**src/rtl/tx_serial_uart.sv**
```systemverilog
// 8N1 serial transmitter: one byte per partida pulse, LSB first, pronto pulse after the stop bit.
// Define TX_PARITY_EN to insert an even-parity bit after the data bits (8E1 frame).
module tx_serial_uart #(
    parameter int CLKS_PER_BIT = 434
) (
    input  logic       clock,
    input  logic       reset,
    input  logic       partida,
    input  logic [7:0] dados,
    output logic       saida_serial,
    output logic       pronto,
    output logic       em_andamento
);

    // state   | meaning
    // IDLE    | line high, waiting for partida
    // START   | start bit (0) on the line
    // DATA    | data bits d0..d7, LSB first
    // PARITY  | even parity of the latched byte (TX_PARITY_EN only)
    // STOP    | stop bit (1) on the line
    // FINAL   | one-cycle pronto, line high
    localparam int TW = (CLKS_PER_BIT > 1) ? $clog2(CLKS_PER_BIT) : 1;
    localparam logic [TW-1:0] TICK_LAST = TW'(CLKS_PER_BIT - 1);

    typedef enum logic [2:0] {
        S_IDLE   = 3'd0,
        S_START  = 3'd1,
        S_DATA   = 3'd2,
`ifdef TX_PARITY_EN
        S_PARITY = 3'd3,
`endif
        S_STOP   = 3'd4,
        S_FINAL  = 3'd5
    } state_t;

    state_t          state;
    logic [TW-1:0]   tick;
    logic [3:0]      bit_cnt;
    logic [7:0]      shreg;
    logic            bit_end;
`ifdef TX_PARITY_EN
    logic            par;
`endif

    assign bit_end = (tick == TICK_LAST);

    always_ff @(posedge clock or negedge reset) begin
        if (!reset) begin
            state        <= S_IDLE;
            tick         <= '0;
            bit_cnt      <= '0;
            shreg        <= '0;
            saida_serial <= 1'b1;
            pronto       <= 1'b0;
            em_andamento <= 1'b0;
`ifdef TX_PARITY_EN
            par          <= 1'b0;
`endif
        end else begin
            pronto <= 1'b0;
            tick   <= bit_end ? '0 : tick + TW'(1);
            case (state)
                // FINAL shares IDLE's start sampling so a partida held high
                // leaves exactly one idle-high cycle between frames.
                S_IDLE, S_FINAL: begin
                    tick    <= '0;
                    bit_cnt <= '0;
                    if (partida) begin
                        state        <= S_START;
                        shreg        <= dados;
                        saida_serial <= 1'b0;
                        em_andamento <= 1'b1;
`ifdef TX_PARITY_EN
                        par          <= ^dados;
`endif
                    end else begin
                        state        <= S_IDLE;
                        saida_serial <= 1'b1;
                        em_andamento <= 1'b0;
                    end
                end
                S_START: begin
                    if (bit_end) begin
                        state        <= S_DATA;
                        saida_serial <= shreg[0];
                    end
                end
                S_DATA: begin
                    if (bit_end) begin
                        shreg <= {1'b0, shreg[7:1]};
                        if (bit_cnt == 4'd7) begin
`ifdef TX_PARITY_EN
                            state        <= S_PARITY;
                            saida_serial <= par;
`else
                            state        <= S_STOP;
                            saida_serial <= 1'b1;
`endif
                        end else begin
                            bit_cnt      <= bit_cnt + 4'd1;
                            saida_serial <= shreg[1];
                        end
                    end
                end
`ifdef TX_PARITY_EN
                S_PARITY: begin
                    if (bit_end) begin
                        state        <= S_STOP;
                        saida_serial <= 1'b1;
                    end
                end
`endif
                S_STOP: begin
                    if (bit_end) begin
                        state        <= S_FINAL;
                        saida_serial <= 1'b1;
                        pronto       <= 1'b1;
                        em_andamento <= 1'b0;
                    end
                end
                default: begin
                    state        <= S_IDLE;
                    tick         <= '0;
                    saida_serial <= 1'b1;
                    em_andamento <= 1'b0;
                end
            endcase
        end
    end

endmodule
```
**config.mk**
```make
export PLATFORM = sky130hd
export DESIGN_NAME = tx_serial_uart
export DESIGN_NICKNAME = d
export VERILOG_FILES = /design/src/rtl/tx_serial_uart.sv
export SDC_FILE = /design/constraint.sdc
export NUM_CORES = 1
export LEC_CHECK = 0
export CAP_MARGIN = 10
export CORE_ASPECT_RATIO = 1.5
export CORE_MARGIN = 10
export CORE_UTILIZATION = 54
export CTS_CLUSTER_DIAMETER = 150
export DETAILED_ROUTE_END_ITERATION = 6
export PLACE_DENSITY = 0.81
export SLEW_MARGIN = 20
export SYNTH_ARGS = -nofsm -noshare
export SYNTH_HDL_FRONTEND = slang
export SYNTH_SLANG_ARGS = --single-unit
```
**constraint.sdc**
```tcl
create_clock -name clock -period 2.5 [get_ports clock]
set_input_delay 0.5 -clock clock [delete_from_list [all_inputs] [get_ports clock]]
set_output_delay 0.5 -clock clock [all_outputs]
set_load 0.02 [all_outputs]
```
==> run metrics <==
result of the run finished, final reports clean; Remaining Overflow, GRT 0; number of buffers inserted during clock tree synthesis 3; hold_ws 0.495 ns; die boundary height 85.0 µm; clk_skew 0.00460 ns; number of sinks on the clock net 27; Core Box Area 0.00268 mm²; nets 168; die width 63.4 µm; initial cell density of the core 0.569; RSZ-0062 raised after global routing false; number of antenna violations at the first check in global routing 0; final clock period utilization by the worst path 0.830; Worst Hold End tick[0]; Post-Synthesis Cells 142; routed length on met2 1.75 mm; sw frac 0.305; crit end category register; min Tclk post-route 2.07 ns; part of the Yosys area used for sequential elements 0.445; I/O pin total 14; final cell utilization of the core 0.631; Static Leakage 0.725 nW; floorplan row count 23; warnings from Yosys 0; Routed WL per cell 16.1 µm; clock-pin slew on the worst setup and hold paths 0.10 ns; deepest clock path buffer count 2; combinational fraction of design power 0.230; data arrival time of the critical path 2.25 ns; clock network fraction of design power 0.223; post-synthesis register bit count 27; routed vias 1066; number of cells on the worst reg-to-reg path 6; synthesized area per cell 10.7 µm²; wire length reported by the detailed router 3.06 mm; end of the worst register-to-register path shreg[5]; highest achievable clock rate 0.482 GHz; CP Data Required Time 2.67 ns; Metal-1 WL 1.18 mm; most used flip-flop cell after synthesis sky130_fd_sc_hd__dfrtp_1; port bufs 13; router iterations before antenna repair 4; vias per inst 5.61; clock tree from TritonCTS built; path type of the worst min-delay path register to register; critical register-to-register path startpoint tick[1]; number of hold-slack violations in the final timing report 0; wire length of the first global-routing pass 5.41 mm; slew at the pin closest to its max-slew limit 0.599 ns; quantity of gates resized following cts 0; final-report setup violation count 0; number of filler instances in the final layout 229; CTS Hold Bufs 0; launch point of the worst hold path tick[0]; register share of total power 0.547; final antenna-violating net count 0; Max Slew Vio Count 0; most area-consuming cells after synthesis sky130_fd_sc_hd__dfrtp_1 (43%), sky130_fd_sc_hd__mux2_2 (11%), sky130_fd_sc_hd__nor2_1 (3.2%); share of final-layout standard cells stronger than drive strength 1 0.209; net count after synthesis 156; deepest level of the CTS H-tree 1; area share of the leading cell type in the synthesized netlist 0.427; clk_lat worst skew 0.28 ns; Iter 0 DRT Violations 44; Int Power 0.803 mW; number of diodes 0; Critical Path Slowest Stage Cell sky130_fd_sc_hd__a22o_1; DRC violations left 0; async set or reset register ratio after synthesis 1.00; IR Drop Worst-Case VDD 544 µV; Met3 Routed Length 78 µm; total routing usage reported by global routing 0.121; Max-Cap Viols 0; DR top layer met4; Cell Pwr Density 684 mW/mm²; biggest cell delay along the critical path 0.44 ns; Post-CTS Setup Repair Bufs 0; Die Area 0.00539 mm²; count of cells along the worst hold path 1; critical-path cell list inv_1 > ha_1 > nand4b_4 > nor4_4 > a22o_1 > mux2_2; slack of the worst reg-to-reg path 0.43 ns; count of flip-flops with a built-in enable after synthesis 0; Max-slew headroom 0.599; post-synth top area cell sky130_fd_sc_hd__dfrtp_1; maximum number of pins on one net before global-route repair 20; Crit Path Max Fanout 8; final total negative setup slack 0 ns; kind of start point of the critical path register; growth of design area from synthesis to finish 10.9%; root buffer selected by CTS sky130_fd_sc_hd__clkbuf_8; power dissipated by switching net loads 0.352 mW; Yosys cell types 43; post-synthesis cell area 0.00152 mm²; start-to-end type of the worst setup path register to register; via count of the first global-routing pass 1176; placed wire-length estimate 2.40 mm; RePlAce Congestion 0.743
[flip-flops by register name (all words and copies together), names as in the netlist]
register	flops
em_andamento	1
saida_serial	1
pronto	1
shreg	8
bit_cnt	4
tick	9
state	3
[how the worst max path moves through the flow]
| stage | from | end | slack (ns) |
|---|---|---|---|
| 2_1_floorplan | tick[1] | shreg[0] | 0.72 |
| 3_3_place_gp | tick[1] | shreg[6] | 0.52 |
| 3_5_place_dp | tick[1] | shreg[5] | 0.40 |
| 4_1_cts | tick[1] | shreg[5] | 0.40 |
| 5_1_grt | tick[1] | shreg[5] | 0.31 |
| 6_report | tick[1] | shreg[5] | 0.43 |
[power by group through the flow]
stage	combinational, mW	sequential (mW)	clock (mW)
3_5_place_dp	0.270	0.643	0
6_report	0.266	0.631	0.257
2_1_floorplan	0.177	0.630	0
5_1_grt	0.300	0.647	0.280
4_1_cts	0.271	0.633	0.258
3_3_place_gp	0.257	0.629	0
[cells in the mapped netlist (2+ instances only)]
master                     instances
sky130_fd_sc_hd__inv_1             5
sky130_fd_sc_hd__nand2_1           8
sky130_fd_sc_hd__or2_2             2
sky130_fd_sc_hd__buf_2             2
sky130_fd_sc_hd__buf_6             3
sky130_fd_sc_hd__ha_1              3
sky130_fd_sc_hd__xor2_1            3
sky130_fd_sc_hd__clkbuf_8          2
sky130_fd_sc_hd__nand3b_1          2
sky130_fd_sc_hd__a22o_1            3
sky130_fd_sc_hd__a211oi_1          2
sky130_fd_sc_hd__nor2b_1           2
sky130_fd_sc_hd__dfrtp_1          26
sky130_fd_sc_hd__mux2_2           15
sky130_fd_sc_hd__a21oi_1           6
sky130_fd_sc_hd__nor3_1            4
sky130_fd_sc_hd__nand4_1           2
sky130_fd_sc_hd__nand3_1           5
sky130_fd_sc_hd__nor2_1           13
sky130_fd_sc_hd__nand2b_1          3
sky130_fd_sc_hd__xnor2_1           4
sky130_fd_sc_hd__o21ai_0           6
[cells by family after synthesis]
| group | after synthesis | synth area share |
|---|---|---|
| flip-flops | 27 | 0.445 |
| multiplexers | 15 | 0.111 |
| AO/OA/AOI/OAI | 25 | 0.112 |
| AND/OR/NAND/NOR | 52 | 0.204 |
| buffers and inverters | 13 | 0.0641 |
| adder cells (fa/ha/maj) | 3 | 0.0247 |
| XOR/XNOR | 7 | 0.0403 |
[worst max-delay path, delay by kind of cell, from the launching register on]
kind / cells / cell delay (ns)
compound gates: 1 / 0.44
fa+ha+maj: 1 / 0.18
buf+inv: 1 / 0.06
flops: 1 / 0.40
mux: 1 / 0.38
simple gates: 2 / 0.51
[metal layers]
| metal | track usage | vias to the layer above |
|---|---|---|
| li1 | - | 517 |
| met1 | 0.126 | 526 |
| met2 | 0.231 | 17 |
| met3 | 0.0211 | 6 |
| met4 | 0.0479 | 0 |
| met5 | 0 | - |
[layout make-up]
class                      instances  area [µm²]  area share
sequential                        27         677       0.401
multi-input combinational        102         753       0.446
timing repair buffer              15         145      0.0859
tap                               37        46.3      0.0274
inverter                           5        18.8      0.0111
clock buffer                       3        41.3      0.0244
clock inverter                     1        7.51     0.00444
[placed cells by master, fill, tap and decap left out, types with 2 or more instances in the layout]
| cell type | Yosys | routed |
|---|---|---|
| sky130_fd_sc_hd__nor3_1 | 4 | 4 |
| sky130_fd_sc_hd__o21ai_0 | 6 | 6 |
| sky130_fd_sc_hd__buf_4 | 1 | 2 |
| sky130_fd_sc_hd__dfrtp_1 | 26 | 26 |
| sky130_fd_sc_hd__ha_1 | 3 | 3 |
| sky130_fd_sc_hd__a211oi_1 | 2 | 2 |
| sky130_fd_sc_hd__or2_2 | 2 | 2 |
| sky130_fd_sc_hd__nand3_1 | 5 | 5 |
| sky130_fd_sc_hd__nor2_1 | 13 | 13 |
| sky130_fd_sc_hd__a22o_1 | 3 | 3 |
| sky130_fd_sc_hd__nand4_1 | 2 | 2 |
| sky130_fd_sc_hd__mux2_2 | 15 | 15 |
| sky130_fd_sc_hd__clkbuf_8 | 2 | 3 |
| sky130_fd_sc_hd__nand2b_1 | 3 | 3 |
| sky130_fd_sc_hd__nand2_1 | 8 | 8 |
| sky130_fd_sc_hd__a21oi_1 | 6 | 6 |
| sky130_fd_sc_hd__xnor2_1 | 4 | 4 |
| sky130_fd_sc_hd__nand3b_1 | 2 | 2 |
| sky130_fd_sc_hd__nor2b_1 | 2 | 2 |
| sky130_fd_sc_hd__xor2_1 | 3 | 3 |
| sky130_fd_sc_hd__inv_1 | 5 | 5 |
| sky130_fd_sc_hd__clkdlybuf4s50_1 | 0 | 13 |
[through the flow]
| step | power [mW] | worst slack, ns | cells | instance area, µm² |
|---|---|---|---|---|
| after global routing | 1.23 | 0.313 | 190 | 1690 |
| final | 1.15 | 0.425 | 190 | 1690 |
| after detailed placement | 0.913 | 0.403 | 186 | 1640 |
| after CTS | 1.16 | 0.403 | 190 | 1690 |
| after floorplan | 0.807 | 0.723 | 142 | 1520 |
| after global placement | 0.886 | 0.516 | 186 | 1640 |
Power figures use the tool's default switching activity.
